$ cat src/rtl/ham_pkg.sv
// Shared status type, counter width and code-width helpers for the extended-Hamming decoder.
package ham_pkg;

    typedef enum logic [1:0] {
        NONE = 2'b00,
        CORR = 2'b01,
        DED  = 2'b10
    } err_status_t;

    localparam int unsigned CNT_W = 16;

    function automatic int unsigned ham_w(input int unsigned p);
        return (32'd1 << p) - 32'd1;
    endfunction

    function automatic int unsigned code_w(input int unsigned p);
        return ham_w(p) + 32'd1;
    endfunction

    function automatic int unsigned data_w(input int unsigned p);
        return ham_w(p) - p;
    endfunction

endpackage

$ cat src/rtl/ham_syndrome.sv
// Combinational syndrome (S) and overall parity (G) of an extended Hamming codeword.
module ham_syndrome
    import ham_pkg::*;
#(
    parameter int unsigned P = 4
) (
    input  logic [code_w(P)-1:0] i_code,
    output logic [P-1:0]         o_syndrome,
    output logic                 o_parity
);
    localparam int unsigned CODE_W = code_w(P);

    // Positions 1..HAM_W whose index has bit_i set; bit 0 never feeds the syndrome.
    function automatic logic [CODE_W-1:0] pos_mask(input int unsigned bit_i);
        logic [CODE_W-1:0] m;
        m = '0;
        for (int unsigned k = 1; k < CODE_W; k++) begin
            if (((k >> bit_i) & 32'd1) != 32'd0) begin
                m = m | (CODE_W'(1) << k);
            end
        end
        return m;
    endfunction

    for (genvar i = 0; i < P; i++) begin : g_syn
        assign o_syndrome[i] = ^(i_code & pos_mask(i));
    end

    assign o_parity = ^i_code;

endmodule

$ cat src/rtl/ham_secded_dec.sv
// Two-stage extended-Hamming SECDED decoder with valid/ready handshakes on both sides.
// Error counters exist only when HAM_ERR_CNT_EN is defined; otherwise they read 0.
module ham_secded_dec
    import ham_pkg::*;
#(
    parameter int unsigned P = 4
) (
    input  logic                 clock,
    input  logic                 reset_n,
    input  logic                 in_valid,
    output logic                 in_ready,
    input  logic [code_w(P)-1:0] in_code,
    output logic                 out_valid,
    input  logic                 out_ready,
    output logic [data_w(P)-1:0] out_data,
    output err_status_t          out_status,
    output logic [P-1:0]         out_syndrome,
    input  logic                 cnt_clr,
    output logic [CNT_W-1:0]     corr_cnt,
    output logic [CNT_W-1:0]     ded_cnt
);
    localparam int unsigned HAM_W  = ham_w(P);
    localparam int unsigned DATA_W = data_w(P);

    if (P < 3 || P > 6) begin : g_bad_p
        $error("ham_secded_dec: parameter P must be in 3..6");
    end

    logic [P-1:0]      w_syndrome;
    logic              w_parity;
    logic              w_advance;
    logic [DATA_W-1:0] w_data;
    err_status_t       w_status;

    logic              r_s1_valid;
    logic [HAM_W-1:0]  r_s1_ham;
    logic [P-1:0]      r_s1_syn;
    logic              r_s1_par;
    logic              r_s2_valid;
    logic [DATA_W-1:0] r_out_data;
    err_status_t       r_out_status;
    logic [P-1:0]      r_out_syn;

    ham_syndrome #(
        .P(P)
    ) u_syndrome (
        .i_code    (in_code),
        .o_syndrome(w_syndrome),
        .o_parity  (w_parity)
    );

    // Both stages move together; only a held result at the output blocks them.
    assign w_advance = ~(r_s2_valid & ~out_ready);
    assign in_ready  = w_advance;

    always_ff @(posedge clock or negedge reset_n) begin
        if (!reset_n) begin
            r_s1_valid <= 1'b0;
            r_s1_ham   <= '0;
            r_s1_syn   <= '0;
            r_s1_par   <= 1'b0;
        end else if (w_advance) begin
            r_s1_valid <= in_valid;
            if (in_valid) begin
                r_s1_ham <= in_code[HAM_W:1];
                r_s1_syn <= w_syndrome;
                r_s1_par <= w_parity;
            end
        end
    end

    // Bit 0 is never part of the data, so a syndrome of 0 corrects nothing visible.
    for (genvar k = 1; k <= HAM_W; k++) begin : g_pos
        if ((k & (k - 1)) != 0) begin : g_data
            assign w_data[k - 1 - $clog2(k + 1)] =
                r_s1_ham[k - 1] ^ (r_s1_par && (r_s1_syn == P'(k)));
        end
    end

    always_comb begin
        w_status = NONE;
        if (r_s1_par) begin
            w_status = CORR;
        end else if (r_s1_syn != '0) begin
            w_status = DED;
        end
    end

    always_ff @(posedge clock or negedge reset_n) begin
        if (!reset_n) begin
            r_s2_valid   <= 1'b0;
            r_out_data   <= '0;
            r_out_status <= NONE;
            r_out_syn    <= '0;
        end else if (w_advance) begin
            r_s2_valid <= r_s1_valid;
            if (r_s1_valid) begin
                r_out_data   <= w_data;
                r_out_status <= w_status;
                r_out_syn    <= r_s1_syn;
            end
        end
    end

    assign out_valid    = r_s2_valid;
    assign out_data     = r_out_data;
    assign out_status   = r_out_status;
    assign out_syndrome = r_out_syn;

`ifdef HAM_ERR_CNT_EN
    logic             w_out_xfer;
    logic [CNT_W-1:0] r_corr_cnt;
    logic [CNT_W-1:0] r_ded_cnt;

    assign w_out_xfer = r_s2_valid & out_ready;

    always_ff @(posedge clock or negedge reset_n) begin
        if (!reset_n) begin
            r_corr_cnt <= '0;
            r_ded_cnt  <= '0;
        end else if (cnt_clr) begin
            r_corr_cnt <= '0;
            r_ded_cnt  <= '0;
        end else if (w_out_xfer) begin
            if (r_out_status == CORR && r_corr_cnt != '1) begin
                r_corr_cnt <= r_corr_cnt + 1'b1;
            end
            if (r_out_status == DED && r_ded_cnt != '1) begin
                r_ded_cnt <= r_ded_cnt + 1'b1;
            end
        end
    end

    assign corr_cnt = r_corr_cnt;
    assign ded_cnt  = r_ded_cnt;
`else
    logic w_unused_cnt_clr;

    assign w_unused_cnt_clr = cnt_clr;
    assign corr_cnt         = '0;
    assign ded_cnt          = '0;
`endif

endmodule

$ cat config.mk
export PLATFORM = sky130hd
export DESIGN_NAME = ham_secded_dec
export DESIGN_NICKNAME = d
export VERILOG_FILES = /design/src/rtl/ham_pkg.sv /design/src/rtl/ham_syndrome.sv /design/src/rtl/ham_secded_dec.sv
export SDC_FILE = /design/constraint.sdc
export NUM_CORES = 1
export LEC_CHECK = 0
export ABC_AREA = 1
export CORE_MARGIN = 2
export CORE_UTILIZATION = 38
export CTS_CLUSTER_SIZE = 8
export DETAILED_ROUTE_END_ITERATION = 8
export PLACE_DENSITY = 0.66
export SLEW_MARGIN = 15
export SYNTH_ARGS = -nofsm -noshare
export SYNTH_HDL_FRONTEND = slang
export SYNTH_HIERARCHICAL = 1
export SYNTH_SLANG_ARGS = --single-unit
$ cat constraint.sdc
create_clock -name clock -period 1.4 [get_ports clock]
set_input_delay 0.35 -clock clock [delete_from_list [all_inputs] [get_ports clock]]
set_output_delay 0.35 -clock clock [all_outputs]
set_load 0.01 [all_outputs]
# Yosys cells after proc, flatten, opt, wreduce, memory -nomap -nowiden
# Cells that the tools add are included.
[word_totals] register_bits=39 inputBits=21 out_inout_bits=51 word_cells=54
[classes] eq_ne=11 mux=2 n_bitwise=14 n_reduce_logical=19
[ops] cell="$reduce_xor 16->1" n=5
[ops] cell="$eq 4x4->1 const B" n=7
[ops] cell="$eq 4x3->1 const B" n=3
[ops] cell="$logic_and 1x1->1" n=11
[ops] cell="$xor 1x1->1" n=11
[ops] cell="$eq 4x2->1 const B" n=1
[ops] cell="$mux 2" n=2
[ops] cell="$reduce_and 2->1" n=2
[ops] cell="$reduce_bool 4->1" n=1
[ops] cell="$not 1->1" n=2
[ops] cell="$and 1x1->1" n=1

# Longest topological paths before layout
[depth] depth_word=4 ltp_mapped=12 mapped_depth_nobuf=12

# Modules after synthesis
# Netlist, hierarchy kept.
[modules_own_cells] mod="ham_secded_dec" n_inst=1 cells_each=223 area_each_um2=1803.0
[modules_own_cells] mod="ham_syndrome" n_inst=1 cells_each=110 area_each_um2=495.5

# Least setup slack after synthesis
# Ideal clock, no wire load.
[synth_timing] kind="in2reg" from="in in_code[0]" to="reg r_s1_par" t_arrival_ns=0.969 path_slack_ns=0.308 cell_stages=12 cell_sequence="inv_1 > nand2_1 > nand2_1 > inv_1 > nand2_2 > nand2_1 > nand2_1 > nand2_1 > nand2_1 > nand2_1 > nor2_1 > a21oi_1"
[synth_via] elab_chain_len=1
[synth_lines] element="from (decl)" line="ham_secded_dec.sv:12" text="input logic [code_w(P)-1:0] in_code,"
[synth_lines] element="$reduce_xor 16->1" line="ham_syndrome.sv:29" text="assign o_parity = ^i_code;"
[synth_lines] element="net w_parity" line="ham_secded_dec.sv:30" text="logic w_parity;"
[synth_lines] element="to (signal assigned)" line="ham_secded_dec.sv:67" text="r_s1_par <= w_parity;"
[synth_lines] element="to (decl)" line="ham_secded_dec.sv:38" text="logic r_s1_par;"
# The timed path passes the listed nets, and every way through them passes these cells.
# A chain may end at the register's enable or synchronous reset.

# Final worst setup path
[layout_timing] from="reg r_s2_valid, in the netlist out_valid" to="out out_valid"
[layout_lines] element="from (decl)" line="ham_secded_dec.sv:39" text="logic r_s2_valid;"
[layout_lines] element="from (signal assigned)" line="ham_secded_dec.sv:96" text="r_s2_valid <= r_s1_valid;"
[layout_lines] element="to (decl)" line="ham_secded_dec.sv:13" text="output logic out_valid,"
# No word-level cell between the ends.

==> impl_metrics.yaml <==
setup_path:
  critPathCapture: "out_valid"
  cp-startpoint: "out_valid"
  r2r_end: "out_data[9]"
  crit_cells: 1
  slowest_stage: "dfrtp_1"
  cp-end-kind: "output port"
  crit_family: "flip-flops"
  regToRegSetupSlack_ns: 0.24
  cp_max_fo: 2
  cp_data_required_time_ns: 1.05
  crit_buf_inv: 1
  cpPeakStageDelay_ns: 0.39
  timing.rr.start: "r_s1_syn[2]"
  critical_path_class: "register to output port"
  cp_cell_sequence: "dlygate4sd2_1"
  start_kind: "register"
  reg2reg_depth: 5
  arrival_ns: 0.96
clock_network:
  cts_tree: "done"
  h-tree-depth: 2
  cts_inserted_buffers: 5
  clkSlewWorstSetupHoldPaths_ns: 0.07
  post_cts_buffers: 0
  insertion_delay_ns: 0.29
  cts_root_buf: "clkbuf_8"
  cts.path.max_buffers: 2
  clkSinkCount: 35
synthesis:
  ys_seq_area_share_pct: 38.1
  synth_warnings: 6
  synthFlopType: "dfrtp_1"
  synth_edf_count: 0
  postSynthAreaPerCell_um2: 6.90
  ys_types: 17
  async_flop_share_pct: 100
  synthTopCellsByCount: "nand2_1, dfrtp_1, buf_4, inv_1, nand3_1"
  synth_cells: 333
  synth_top_area_share_pct: 38.1
  yosysTopAreaCell: "dfrtp_1"
  synth.area.top_cells: "dfrtp_1, nand2_1, buf_4"
  synth_seq_cells: 35
  syn_area_mm2: 0.00230
  yosysMostFrequentCell: "nand2_1"
cells_and_area:
  fin_cells: 460
  layout-drive-gt1-share_pct: 12.5
  nets: 405
  area_delta_synth_final_pct: 22.6
  diodes: 0
  fill_cells: 645
place:
  place_congestion: 0.769
  dp.cells: 451
  hpwl_mm: 3.54
  io_buffers: 38
detailed_routing:
  drtIter0Drc: 93
  dr_total_vias: 1952
  wire_per_inst_um: 9.67
  first_pass_iters: 5
  wl_mm: 4.45
  ant_nets: 0
  viasPerCell: 4.24
  drc: 0
die:
  coreArea_mm2: 0.00589
  initial_core_util_pct: 39.1
  dieHeight_um: 81.8
  die_area_mm2: 0.00669
  rows: 28
  die_w_um: 81.8
  pin_count: 72
grt:
  grt_pass1_wl_mm: 7.64
  overflow: 0
  busiest_layer: "met2"
  use_met2_pct: 25.6
  antenna_found_initial: 0
  grt_max_degree: 36
  grt_pass1_vias: 1777
  gr-usage-all-layers_pct: 14.7
  use_met1_pct: 17.5
  use_met3_pct: 3.52
outcome:
  outcome: "complete, no violations"
timing:
  holdWs_ns: 0.433
  finalHoldViolCount: 0
  post-route-min-period_ns: 1.31
  setup_viol: 0
  finalCritPeriodShare_pct: 93.9
  maxSlewViolCount: 0
  rsz0062_at_grt: "false"
  fmax_ghz: 0.761
  fin_worst_skew_ns: 0.00617
power:
  leakagePower_nw: 1.60
  powerDensity_mw_per_mm2: 1200
  peakVddDrop_mv: 0.614
job:
  cap_violations: 0
worst_hold_path:
  hold_class: "input pin to asynchronous set/reset pin"
-- cell families (layout without fill, tap and decap cells) --
logic type	after synthesis	after routing	share of synthesized area, %
xor gates and xnor gates	11	11	4.19
and+or+nand+nor	191	191	34.9
AOI/OAI and AO/OA	20	20	4.35
DFF	35	35	38.1
buffers and inverters	75	96	18.3
other	1	32	0.163
-- area by class of cell --
class	instances	area [um2]	area share [%]
Clock inverter	1	5.00	0.178
Multi-Input combinational cell	254	1130	40.2
Inverter	37	141	5.02
Tap cell	75	93.8	3.33
Sequential cell	35	876	31.1
Clock buffer	7	76.3	2.71
Timing Repair Buffer	50	484	17.2
Timing Repair inverter	1	7.51	0.266
-- stage by stage --
stage / instance area (um2) / setup TNS [ns] / setup slack, ns / power, mW / util [%]
finish: 2820 / 0 / 0.0856 / 3.37 / 47.9
CTS: 2780 / 0 / 0.00302 / 3.39 / 47.2
floorplan: 2410 / 0 / 0.308 / 2.27 / -
detailed placement: 2740 / -7.77 / -0.422 / 2.84 / 46.5
global route: 2820 / 0 / 0.0226 / 3.66 / 47.9
global placement: 2740 / -6.90 / -0.387 / 2.80 / 46.5
-- placed cells by master, fill, tap and decap left out --
cell type,Yosys,routed
a21oi_1,15,15
buf_12,0,3
buf_4,34,9
buf_6,1,1
clkbuf_1,0,2
clkbuf_8,0,5
clkdlybuf4s50_1,0,2
clkinv_2,0,1
clkinvlp_4,0,1
conb_1,1,32
dfrtp_1,35,35
dlygate4sd2_1,0,30
dlymetal6s2s_1,0,5
inv_1,29,28
inv_2,8,8
inv_4,0,1
nand2_1,132,128
nand2_2,8,11
nand2_4,0,1
nand3_1,26,26
nor2_1,18,18
nor2_2,4,4
nor2_4,3,3
o21ai_0,5,4
o21ai_1,0,1
xnor2_1,9,9
xor2_1,2,2
-- metal layers --
metal	wire length (um)	vias up
met5	0	-
met4	87	0
met3	231	7
met2	2240	50
met1	1890	850
li1	-	1045
-- power by group --
| group | leakage [nW] | switching (mW) | internal, mW |
|---|---|---|---|
| Clock | 0.0422 | 0.329 | 0.348 |
| Sequential | 0.408 | 0.163 | 1.28 |
| Combinational | 1.15 | 0.738 | 0.514 |
| Total | 1.60 | 1.23 | 2.14 |
-- flip-flops by register name (all words and copies together), names as in the netlist --
signal,count
out_status,2
r_s1_par,1
r_s1_ham,11
r_s1_valid,1
out_data,11
r_s1_syn,4
out_syndrome,4
out_valid,1
-- repair_timing --
| action | CTS | global route |
|---|---|---|
| cloned | 0 | 1 |
| pin swaps | 0 | 2 |
| endpoints found under the setup margin | 24 | 20 |
| gates resized for setup | 35 | 13 |
| hold buffers | 0 | 0 |
-- how the worst min path moves through the flow --
stage	cells past startpoint	slack [ns]	endpoint
2_1_floorplan	0	0.05	out_data[0]
3_3_place_gp	2	0.46	out_valid
3_5_place_dp	2	0.47	out_data[3]
4_1_cts	2	0.44	out_syndrome[3]
5_1_grt	2	0.45	out_data[2]
6_report	2	0.43	out_syndrome[3]
Note: power is estimated with default switching activity, not from simulation.
